### src/rtl/reg_file_sb.sv
// reg_file_sb: two-read / one-write register file with a per-register busy
// scoreboard. The top register is hard-wired to zero. A two-state FSM zeroes
// the whole array after reset or on request. Writes and reserves are accepted
// only while idle.
module reg_file_sb #(
  parameter int WIDTH  = 64,
  parameter int DEPTH  = 32,
  parameter int AW     = $clog2(DEPTH),
  parameter int BYPASS = 1
) (
  input  logic             Clk,
  input  logic             ResetN,
  input  logic [AW-1:0]    RA,
  input  logic [AW-1:0]    RB,
  output logic [WIDTH-1:0] BusA,
  output logic [WIDTH-1:0] BusB,
  input  logic [AW-1:0]    RW,
  input  logic [WIDTH-1:0] BusW,
  input  logic             RegWr,
  input  logic             Reserve,
  input  logic [AW-1:0]    ResvAddr,
  output logic             BusyA,
  output logic             BusyB,
  input  logic             Clear,
  output logic             Ready
);

  localparam logic [AW-1:0] ZREG = AW'(DEPTH - 1);
  localparam bit            BYP  = (BYPASS != 0);

  typedef enum logic {IDLE = 1'b0, CLEAR = 1'b1} state_t;

  state_t           state, state_nxt;
  logic [AW-1:0]    cnt, cnt_nxt;
  logic [WIDTH-1:0] regs [DEPTH];
  logic [DEPTH-1:0] busy;
  logic             idle;
  logic             wr_en;
  logic             rsv_en;

  // A Clear request in the same cycle wins over a write or reserve, and the
  // zero register never accepts either.
  assign idle   = (state == IDLE);
  assign wr_en  = idle && RegWr   && !Clear && (RW       != ZREG);
  assign rsv_en = idle && Reserve && !Clear && (ResvAddr != ZREG);

  // FSM state and zeroing counter; reset drops straight into the clear sweep.
  always_ff @(posedge Clk or negedge ResetN) begin
    if (!ResetN) begin
      state <= CLEAR;
      cnt   <= '0;
    end else begin
      state <= state_nxt;
      cnt   <= cnt_nxt;
    end
  end

  // Next state: one sweep of DEPTH cycles, restarted by Clear, never wrapping.
  always_comb begin
    state_nxt = state;
    cnt_nxt   = cnt;
    case (state)
      IDLE: begin
        if (Clear) begin
          state_nxt = CLEAR;
          cnt_nxt   = '0;
        end
      end
      CLEAR: begin
        if (Clear) begin
          cnt_nxt = '0;
        end else if (cnt == ZREG) begin
          state_nxt = IDLE;
          cnt_nxt   = '0;
        end else begin
          cnt_nxt = cnt + AW'(1);
        end
      end
      default: begin
        state_nxt = CLEAR;
        cnt_nxt   = '0;
      end
    endcase
  end

  // Scoreboard bits: the reserve is applied after the write-clear, so a
  // reserve and a write to the same register leave it busy.
  always_ff @(posedge Clk or negedge ResetN) begin
    if (!ResetN) begin
      busy <= '0;
    end else if (!idle || Clear) begin
      busy <= '0;
    end else begin
      if (wr_en)  busy[RW]       <= 1'b0;
      if (rsv_en) busy[ResvAddr] <= 1'b1;
    end
  end

  // Register storage carries no reset; the clear sweep zeroes one entry per cycle.
  always_ff @(posedge Clk) begin
    if (state == CLEAR) begin
      regs[cnt] <= '0;
    end else if (wr_en) begin
      regs[RW] <= BusW;
    end
  end

  // Outputs: reads are masked to zero outside IDLE and for the zero register;
  // busy flags reflect stored state only.
  always_comb begin
    Ready = idle;
    BusA  = '0;
    BusB  = '0;
    BusyA = 1'b0;
    BusyB = 1'b0;
    if (idle) begin
      if (RA != ZREG) begin
        if (BYP && wr_en && (RW == RA)) BusA = BusW;
        else                            BusA = regs[RA];
      end
      if (RB != ZREG) begin
        if (BYP && wr_en && (RW == RB)) BusB = BusW;
        else                            BusB = regs[RB];
      end
      BusyA = busy[RA];
      BusyB = busy[RB];
    end
  end

endmodule

### config.mk
export PLATFORM = sky130hd
export DESIGN_NAME = reg_file_sb
export DESIGN_NICKNAME = d
export VERILOG_FILES = /design/src/rtl/reg_file_sb.sv
export SDC_FILE = /design/constraint.sdc
export NUM_CORES = 2
export LEC_CHECK = 0
export CAP_MARGIN = 10
export CORE_MARGIN = 8
export CORE_UTILIZATION = 45
export DETAILED_ROUTE_END_ITERATION = 8
export RECOVER_POWER = 25
export SETUP_SLACK_MARGIN = 0.02
export SLEW_MARGIN = 20
export SYNTH_ARGS = -nofsm -noshare
export SYNTH_HDL_FRONTEND = slang
export SYNTH_SLANG_ARGS = --single-unit
### constraint.sdc
create_clock -name Clk -period 6 [get_ports Clk]
set_clock_uncertainty 0.05 [all_clocks]
set_input_delay 0.9 -clock Clk [delete_from_list [all_inputs] [get_ports Clk]]
set_output_delay 0.9 -clock Clk [all_outputs]
set_load 0.05 [all_outputs]
==> flow_metrics.py <==
metrics = {
    "outcome": {
        "status": "finished with violations",
        "violations": "max-capacitance violations, max-slew violations",
    },
    "sta": {
        "rsz0062_at_grt": "false",
        "fmax_ghz": 0.1771,
        "min_period_ps": 5648,
        "maxSlewViolCount": 275,
        "setup_viol": 0,
        "worstMarginPinSlew_ps": 2266,
        "hold_viol_final": 0,
        "layout_setup_ws_ps": 352.2,
        "tns_ps": 0,
        "slew-limit-headroom": -0.5105,
        "post-route-period-util": 0.9413,
    },
    "detailed_routing": {
        "drt-wirelength-per-cell_um": 37.29,
        "via_count": 61058,
        "wl_um": 325800,
        "drc_errors": 0,
        "drt_iter0_drc": 8715,
        "dr.pass1.iters": 5,
        "vias_per_cell": 6.989,
        "ant_nets": 0,
    },
    "clock_tree": {
        "cts.reportedPaths.clkPinSlew_ps": 60,
        "clock_path_buffers": 3,
        "htreeDepth": 4,
        "cts_made_buffers": 220,
        "cts_resized": 0,
        "cts_tree": "yes",
        "worstSkewPairLatency_ps": 830,
        "postCtsHoldBufs": 0,
        "cts_setup_buffers": 0,
        "cts-root-buf": "clkbuf_16",
        "numClockSinks": 2086,
    },
    "worst_hold_path": {
        "hold_depth": 1,
        "hold_class": "reg2reg",
    },
    "power_and_ir_drop": {
        "peakVddDrop_mv": 0.3312,
        "seqPwrFrac": 0.508,
        "p_clk_frac": 0.420,
        "power_density_nw_per_um2": 279.5,
        "combPwrFrac": 0.072,
        "fin_total_pwr_w": 0.03155,
        "intPower_w": 0.02438,
        "p_sw_w": 0.007177,
        "p_sw_frac": 0.2274,
        "leakage_nw": 35.50,
    },
    "logic_synthesis": {
        "ys_types": 65,
        "yosys.area.top_type_share": 0.6240,
        "synth_flop_cell": "edfxtp_1",
        "syn_area_per_cell_um2": 18.00,
        "async_flop_share": 0.01822,
        "synth_edf_count": 2048,
        "ys_seq_elements": 2086,
        "yosys.area.top_type": "edfxtp_1",
        "netlist_area_um2": 98550,
        "yosysWarnings": 0,
        "synth_nets": 5566,
        "yosysMostFrequentCell": "edfxtp_1",
        "synth-seq-area-share": 0.6337,
        "netlist_instances": 5475,
        "ys_top_cells_by_area": "edfxtp_1 62%, mux4_2 17%, mux2i_1 7.0%",
        "synth_common_cells": "2048 x edfxtp_1, 750 x mux4_2, 692 x mux2i_1",
    },
    "grt": {
        "track_usage": 0.2689,
        "grt_pass1_vias": 60689,
        "grt_pass1_wl_um": 457800,
        "grt_max_degree": 121,
        "grt_overflow": 0,
        "antenna_found_initial": 6,
    },
    "setup_path": {
        "worstSetupStartpointType": "input port",
        "rr_worst_depth": 5,
        "cp-end-kind": "register",
        "crit_fanout": 39,
        "cp.required_ps": 6400,
        "crit_chain": "dlygate4sd3_1 -> nor3b_4 -> o21a_1 -> buf_4 -> and2_1 -> clkbuf_1",
        "slowest_delay_ps": 1720,
        "cp_slowest_cell": "o21a_1",
        "critPathArrivalTime_ps": 6040,
        "worstSetupPathType": "in2reg",
    },
    "placed_design": {
        "dp_hpwl_um": 179000,
        "dp_slack_ps": 642.2,
        "numPortBuffers": 219,
        "gp_congestion": 0.8233,
    },
    "finish": {
        "layout-drive-gt1-share": 0.2524,
        "layout-area-overhead-vs-synth_pct": 14.53,
        "final_nets": 5789,
    },
    "die": {
        "start_util": 0.4534,
        "rows": 171,
        "die_w_um": 484.0,
        "coreArea_um2": 217400,
        "ios": 220,
        "die_y_um": 484.0,
        "die-area_um2": 234200,
    },
    "run": {
        "maxCapViolCount": 11,
    },
}
==> path summary, 6_finish.rpt <==
kind	start	to	slack, ps
min	busy[31]	busy[31]	500
max	Clear	regs[30][15]	350
max reg2reg	state	regs[30][15]	450
min reg2reg	busy[31]	busy[31]	500
max in group asynchronous	ResetN	cnt[2]	4060
min in group asynchronous	ResetN	busy[3]	610
==> cells in the final DEF (no fill, tap or decap), types with 82 or more instances in the layout <==
| cell type | instances |
|---|---|
| a211oi_1 | 119 |
| a22o_1 | 118 |
| a22oi_1 | 82 |
| buf_12 | 154 |
| buf_4 | 210 |
| clkbuf_16 | 226 |
| clkdlybuf4s50_1 | 84 |
| edfxtp_1 | 2048 |
| mux2i_1 | 692 |
| mux4_2 | 750 |
| o21ai_0 | 248 |
| o221ai_1 | 178 |
==> power by group through the flow <==
| stage | registers, W | logic [W] | clock network (W) |
|---|---|---|---|
| after floorplan | 0.0163 | 0.00145 | 0 |
| after global placement | 0.0163 | 0.00226 | 0 |
| after detailed placement | 0.0163 | 0.00226 | 0 |
| after CTS | 0.0160 | 0.00227 | 0.0134 |
| after global routing | 0.0160 | 0.00237 | 0.0139 |
| final | 0.0160 | 0.00228 | 0.0133 |
==> routing by layer <==
layer  part of all wire  global-route usage  vias to the layer above
met2               0.47              0.4254                     3664
met1               0.40              0.3818                    32704
met4              0.035             0.08378                        0
met3              0.099             0.04862                      615
met5                  0                   0                        -
li1                   -                   -                    24075
==> logic make-up after synthesis <==
kind of cell,Yosys count,share of synthesized area
XOR/XNOR,11,0.0009776
adder cells (fa/ha/maj),2,0.0002539
flip-flops,2086,0.6337
AO/OA/AOI/OAI,1144,0.08429
multiplexers,1447,0.2422
AND/OR/NAND/NOR,310,0.01592
buffers and inverters,475,0.02262
==> critical path: cells and delay by family <==
family | cells | cell delay (ps)
buffers and inverters | 3 | 2660
AOI/OAI and AO/OA | 1 | 1720
and+or+nand+nor | 2 | 620
==> stage by stage <==
step	util	area, um^2	std cells	hold WS (ps)
after floorplan	-	98550	5475	425.6
after global placement	0.4876	106000	8329	480.5
after detailed placement	0.4876	106000	8329	472.0
after CTS	0.5195	112900	8732	88.85
after global routing	0.5192	112900	8735	511.6
final	0.5193	112900	8736	497.1
==> state kept, by name (all words and copies together), names as in the netlist <==
signal / cells
busy: 32
state: 1
cnt: 5
regs: 2048
==> area by class of cell <==
cell class                 count  area, um^2
multi-input combinational   2914       34220
timing repair buffer         468        5675
antenna                        3       7.507
fill                       17364      104500
tap                         2854        3571
sequential                  2086       62450
clock inverter               118       998.5
clock buffer                 285        5917
inverter                       8       37.54
Note: power is estimated with default switching activity, not from simulation.
